**config.mk**
```make
export PLATFORM = sky130hd
export DESIGN_NAME = avmm_csr_slave
export DESIGN_NICKNAME = d
export VERILOG_FILES = /design/src/rtl/avmm_csr_slave.sv
export SDC_FILE = /design/constraint.sdc
export NUM_CORES = 1
export LEC_CHECK = 0
export CAP_MARGIN = 40
export CELL_PAD_IN_SITES_DETAIL_PLACEMENT = 1
export CELL_PAD_IN_SITES_GLOBAL_PLACEMENT = 2
export CORE_MARGIN = 5
export CORE_UTILIZATION = 48
export DETAILED_ROUTE_END_ITERATION = 12
export PLACE_DENSITY = 0.88
export SYNTH_ARGS = -nofsm -noshare
export SYNTH_HDL_FRONTEND = slang
export SYNTH_SLANG_ARGS = --single-unit
```
**constraint.sdc**
```tcl
create_clock -name clk -period 3.9 [get_ports clk]
set_input_delay 0.78 -clock clk [delete_from_list [all_inputs] [get_ports clk]]
set_output_delay 0.78 -clock clk [all_outputs]
set_load 0.02 [all_outputs]
```
**src/rtl/avmm_csr_slave.sv**
```systemverilog
// avmm_csr_slave: Avalon-MM CSR slave with a word-addressed register file.
// Register 0 is a read-only ID word, registers 1..NUM_REGS-1 are read/write.
// Each command sees WAIT_CYCLES extra waitrequest-high cycles before it is
// accepted. A read returns data RD_LATENCY cycles after its accept edge.
// Optional build macro AVMM_CSR_SLAVE_ERR_EN adds an err_count output that
// counts out-of-range accesses. With it, out-of-range reads return 0xBADADD00.
module avmm_csr_slave #(
    parameter int AVMM_WIDTH  = 32,
    parameter int BYTE_WIDTH  = 4,
    parameter int NUM_REGS    = 32,
    parameter int WAIT_CYCLES = 1,
    parameter int RD_LATENCY  = 2,
    parameter logic [AVMM_WIDTH-1:0] ID_VALUE = AVMM_WIDTH'(32'hA1B0_0001)
) (
    input  logic                  clk,
    input  logic                  rst_n,
    input  logic [16:0]           address,
    input  logic                  read,
    input  logic                  write,
    input  logic [AVMM_WIDTH-1:0] writedata,
    input  logic [BYTE_WIDTH-1:0] byteenable,
    output logic [AVMM_WIDTH-1:0] readdata,
    output logic                  readdatavalid,
    output logic                  waitrequest
`ifdef AVMM_CSR_SLAVE_ERR_EN
    ,
    output logic [7:0]            err_count
`endif
);

    typedef enum logic [1:0] {
        ST_IDLE   = 2'd0,
        ST_WAIT   = 2'd1,
        ST_ACCEPT = 2'd2,
        ST_RDPEND = 2'd3
    } state_t;

    localparam logic [3:0] WAIT_LOAD = (WAIT_CYCLES > 0) ? 4'(WAIT_CYCLES - 1) : 4'd0;
    localparam logic [3:0] LAT_LOAD  = 4'(RD_LATENCY - 1);

`ifdef AVMM_CSR_SLAVE_ERR_EN
    localparam logic [AVMM_WIDTH-1:0] OOR_VALUE = AVMM_WIDTH'(32'hBADA_DD00);
`else
    localparam logic [AVMM_WIDTH-1:0] OOR_VALUE = '0;
`endif

    state_t                  state_q;
    logic [3:0]              wait_cnt_q;
    logic [3:0]              lat_cnt_q;
    logic                    waitrequest_q;
    logic                    rdv_q;
    logic [AVMM_WIDTH-1:0]   readdata_q;
    logic [AVMM_WIDTH-1:0]   rd_capture_q;
    logic [AVMM_WIDTH-1:0]   regs_q [1:NUM_REGS-1];

    logic [14:0]             reg_idx;
    logic                    in_range;
    logic                    cmd;
    logic                    wr_fire;
    logic                    rd_fire;
    logic [AVMM_WIDTH-1:0]   rd_word;
    logic                    unused_addr_bits;

    assign reg_idx          = address[16:2];
    assign unused_addr_bits = ^address[1:0];
    assign in_range         = (reg_idx < 15'(NUM_REGS));
    assign cmd              = read | write;
    // Write wins when both commands are present at the accept edge.
    assign wr_fire          = (state_q == ST_ACCEPT) && write;
    assign rd_fire          = (state_q == ST_ACCEPT) && read && !write;

    assign waitrequest      = waitrequest_q;
    assign readdatavalid    = rdv_q;
    assign readdata         = readdata_q;

    // Read mux: ID word, register file, or the out-of-range value.
    always_comb begin
        rd_word = in_range ? '0 : OOR_VALUE;
        if (reg_idx == 15'd0) begin
            rd_word = ID_VALUE;
        end
        for (int unsigned i = 1; i < NUM_REGS; i++) begin
            if (reg_idx == 15'(i)) begin
                rd_word = regs_q[i];
            end
        end
    end

    // Register file: byte-masked update on an accepted in-range write.
    always_ff @(posedge clk or negedge rst_n) begin
        if (!rst_n) begin
            for (int unsigned i = 1; i < NUM_REGS; i++) begin
                regs_q[i] <= '0;
            end
        end else if (wr_fire) begin
            for (int unsigned i = 1; i < NUM_REGS; i++) begin
                if (reg_idx == 15'(i)) begin
                    for (int unsigned b = 0; b < BYTE_WIDTH; b++) begin
                        if (byteenable[b]) begin
                            regs_q[i][8*b +: 8] <= writedata[8*b +: 8];
                        end
                    end
                end
            end
        end
    end

    // Handshake FSM with registered waitrequest, readdatavalid and readdata.
    always_ff @(posedge clk or negedge rst_n) begin
        if (!rst_n) begin
            state_q       <= ST_IDLE;
            wait_cnt_q    <= '0;
            lat_cnt_q     <= '0;
            waitrequest_q <= 1'b1;
            rdv_q         <= 1'b0;
            readdata_q    <= '0;
            rd_capture_q  <= '0;
        end else begin
            waitrequest_q <= 1'b1;
            rdv_q         <= 1'b0;
            case (state_q)
                ST_IDLE: begin
                    if (cmd) begin
                        if (WAIT_CYCLES > 0) begin
                            state_q    <= ST_WAIT;
                            wait_cnt_q <= WAIT_LOAD;
                        end else begin
                            state_q       <= ST_ACCEPT;
                            waitrequest_q <= 1'b0;
                        end
                    end
                end
                ST_WAIT: begin
                    if (!cmd) begin
                        state_q <= ST_IDLE;
                    end else if (wait_cnt_q == '0) begin
                        state_q       <= ST_ACCEPT;
                        waitrequest_q <= 1'b0;
                    end else begin
                        wait_cnt_q <= wait_cnt_q - 4'd1;
                    end
                end
                ST_ACCEPT: begin
                    if (rd_fire) begin
                        rd_capture_q <= rd_word;
                        lat_cnt_q    <= LAT_LOAD;
                        state_q      <= ST_RDPEND;
                    end else begin
                        state_q <= ST_IDLE;
                    end
                end
                ST_RDPEND: begin
                    if (lat_cnt_q == '0) begin
                        rdv_q      <= 1'b1;
                        readdata_q <= rd_capture_q;
                        state_q    <= ST_IDLE;
                    end else begin
                        lat_cnt_q <= lat_cnt_q - 4'd1;
                    end
                end
                default: state_q <= ST_IDLE;
            endcase
        end
    end

`ifdef AVMM_CSR_SLAVE_ERR_EN
    logic [7:0] err_count_q;

    assign err_count = err_count_q;

    // Saturating count of accepted out-of-range accesses.
    always_ff @(posedge clk or negedge rst_n) begin
        if (!rst_n) begin
            err_count_q <= '0;
        end else if ((state_q == ST_ACCEPT) && cmd && !in_range && (err_count_q != 8'hFF)) begin
            err_count_q <= err_count_q + 8'd1;
        end
    end
`endif

endmodule

```
==> impl_results.md <==
* Via count at 38.5k
* Final Skew at 0.0251 ns
* Vias in the first global route at 42.1k
* Final Slew Violations at 0
* Worst hold margin at 0.503 ns
* CP bufs+invs at 4
* DRC viols at 0
* Top-level I/O count at 91
* Period utilization at 100%
* Port buffer count at 88
* Tightest Hold Check Type: reg -> reg
* Final hold viol count at 0
* Worst-path cell chain: clkdlybuf4s50_1 > buf_4 > or4b_2 > buf_4 > nor4_4 > buf_4 > o21ai_1 > a221oi_1 > o2111ai_2 > nor3_2 > o32a_1
* Seq cells post-synth at 1,068
* Post-synth top flop: dfrtp_1
* Final global-route overflow total at 0
* First-pass GRT wire length at 282,000 microns
* Die Y at 330 microns
* Status: complete, but fails checks
* Finished Layout Cells at 5,925
* Antenna violations before repair at 4
* Core area at 102,000 sq um
* Row cnt at 117
* Post-route cell area at 60,800 sq um
* Area delta synth->final at 24.0%
* Clock latency on the worst-skew pair at 0.71 ns
* Placed instance area at 56,900 sq um
* Synth Area in Adders at 0.102%
* TritonCTS Sinks at 1,068
* Worst-Margin Slew at 0.937 ns
* Warnings, synthesis at 0
* Pre-CTS setup slack at -0.797 ns
* Simple logic cell fraction of the synthesized area at 7.89%
* Achievable frequency at 0.256 GHz
* Total Wirelength at 190,000 microns
* Max-slew headroom at 37.4%
* H-tree Lvls at 3
* Pwr Density at 409 nW/um^2
* Layout cell share with drive strength beyond 1 at 45.5%
* Max stage delay on crit path at 0.87 ns
* Type of origin of the critical path: input port
* Most frequent cells in the layout: dfrtp_1 (1,067), mux2_2 (1,039), buf_4 (642)
* Clock buffer count from CTS at 114
* Post-synthesis compound-gate area fraction at 10.5%
* RePlAce Congestion at 0.961
* EDFF count, synth at 0
* Peak VDD IR at 0.318 mV
* Largest family of logic cells by synthesized area: multiplexers
* Mean area per synthesized cell at 12.9 sq um
* Critical path's most frequent cell: buf_4
* Final period demand of the worst path at 3.90 ns
* Kind of critical path: in -> reg
* Mux cell area share after synthesis at 24.5%
* Die ar. at 109,000 sq um
* Slowest CP cell: or4b_2
* Kind of cell adding the most delay to the critical path: simple AND/OR/NAND/NOR gates
* Antenna Nets Post-Route at 0
* Crit Path Max Fanout at 10
* Starting Density at 48.2%
* Asr flop ratio synth at 100%
* Mapped Cells at 3,803
* Worst-path clk slew at 0.06 ns
* WP data required at 4.56 ns
* Root buffer cell: clkbuf_16
* Setup crit end kind: flop
* Setup slack after layout at -0.00466 ns
* Post-Syn Nets at 3,864
* CTS tree: built
* Commonest non-fill, non-tap cell in the layout: dfrtp_1
* Worst Path Arrival at 4.56 ns
* Vias/cell at 6.50
* Max-cap violations at 0
* DR pass1 iterations at 7
* Post-synth cell types at 93
* Pin count of the biggest net entering global routing at 130
* Starting DRT DRC Count at 3,927
* Fill cells at 10.0k
* Leakage at 29.3 nW
* Global Route Usage Sum at 34.6%
* Hpwl dp at 135,000 microns
* Fin util at 59.8%
* Wire per inst at 32.1 microns
* Post-synthesis sequential area ratio at 54.5%
* Failing checks: negative setup slack
* Die W at 330 microns
* Post-synth design cell area at 49,000 sq um
* Synth Area in XOR/XNOR at 0.0536%
* Postcts setup bufs at 0
* CTS Buffer Depth at 3
* Final net count at 4,523
* Dpl cells at 5,713
* # setup viols final at 1
[synthesized netlist by cell type (38+ instances only)]
master / count / share of area [%]
nor2_2: 48 / 0.61
a22oi_1: 65 / 1.0
o21ai_0: 78 / 0.80
nor2_1: 193 / 1.5
nor3_1: 48 / 0.49
clkbuf_1: 181 / 1.4
a222oi_1: 58 / 1.2
a21oi_1: 88 / 0.90
a221oi_1: 41 / 0.73
mux2_2: 1039 / 24
nand3_1: 38 / 0.39
o22ai_1: 115 / 1.5
nand2_1: 143 / 1.1
buf_2: 57 / 0.58
dfrtp_1: 1067 / 54
nand4_1: 48 / 0.61
[per-stage QoR]
stage	power (mW)	TNS [ns]
floorplan	12.6	0
global placement	13.7	-40.37
detailed placement	13.8	-56.50
CTS	24.9	0
global route	25.6	-0.0460
finish	24.9	-0.00466
[what timing repair did]
action / 4_1_cts / 5_1_grt
pin swaps: 0 / 1
hold endpoints to repair: 28 / 0
resized for setup: 1 / 4
gates cloned: 0 / 0
setup endpoints to repair: 1 / 3
hold buffers: 1 / 0
[logic make-up after synthesis]
group,after synthesis
flops,1068
mux,1067
compound gates,700
simple gates,686
buf+inv,275
fa+ha+maj,4
xor+xnor,3
[final timing paths]
path	start	slack, ns	cells after the start	end
worst max-delay path	address[9]	-0.005	11	rd_capture_q[29]$_DFFE_PN0P_
worst max register to register	state_q[0]$_DFFE_PN0P_	0.73	7	rd_capture_q[17]$_DFFE_PN0P_
worst min register to register	readdata[25]$_DFFE_PN0P_	0.50	1	readdata[25]$_DFFE_PN0P_
min in group asynchronous	rst_n	0.58	2	regs_q[826]$_DFFE_PN0P_
worst min-delay path	readdata[25]$_DFFE_PN0P_	0.50	1	readdata[25]$_DFFE_PN0P_
max in group asynchronous	rst_n	2.01	4	waitrequest$_DFF_PN1_
[flip-flops by register name, summed over array words and instances (netlist names)]
name           count
lat_cnt_q          4
rd_capture_q      32
readdata          32
readdatavalid      1
regs_q           992
state_q            2
wait_cnt_q         4
waitrequest        1
[where the power goes]
| part | internal (mW) | switching [mW] | total, mW |
|---|---|---|---|
| combinational | 0.734 | 1.37 | 2.10 |
| sequential | 11.3 | 0.241 | 11.6 |
| clock | 6.51 | 4.67 | 11.2 |
[layer usage]
| layer | track usage [%] | share of wire, % | vias up |
|---|---|---|---|
| met5 | 0 | 0.0068 | - |
| met4 | 19.0 | 6.4 | 2 |
| met3 | 5.77 | 6.7 | 562 |
| met2 | 56.6 | 47 | 1777 |
| met1 | 44.3 | 39 | 20412 |
| li1 | - | - | 15748 |
[area by class of cell]
type / instances / area, sq um / share of cell area, %
diodes: 2 / 5.00 / 0.00823
clock buffers: 174 / 3440 / 5.67
clock inverters: 35 / 373 / 0.613
inverters: 12 / 45.0 / 0.0741
multi-input cells: 2460 / 21300 / 35.0
flip-flops and latches: 1068 / 26700 / 44.0
well taps: 1368 / 1710 / 2.82
repair buffers: 806 / 7200 / 11.8
No activity file was read; power rests on OpenSTA's default activity.
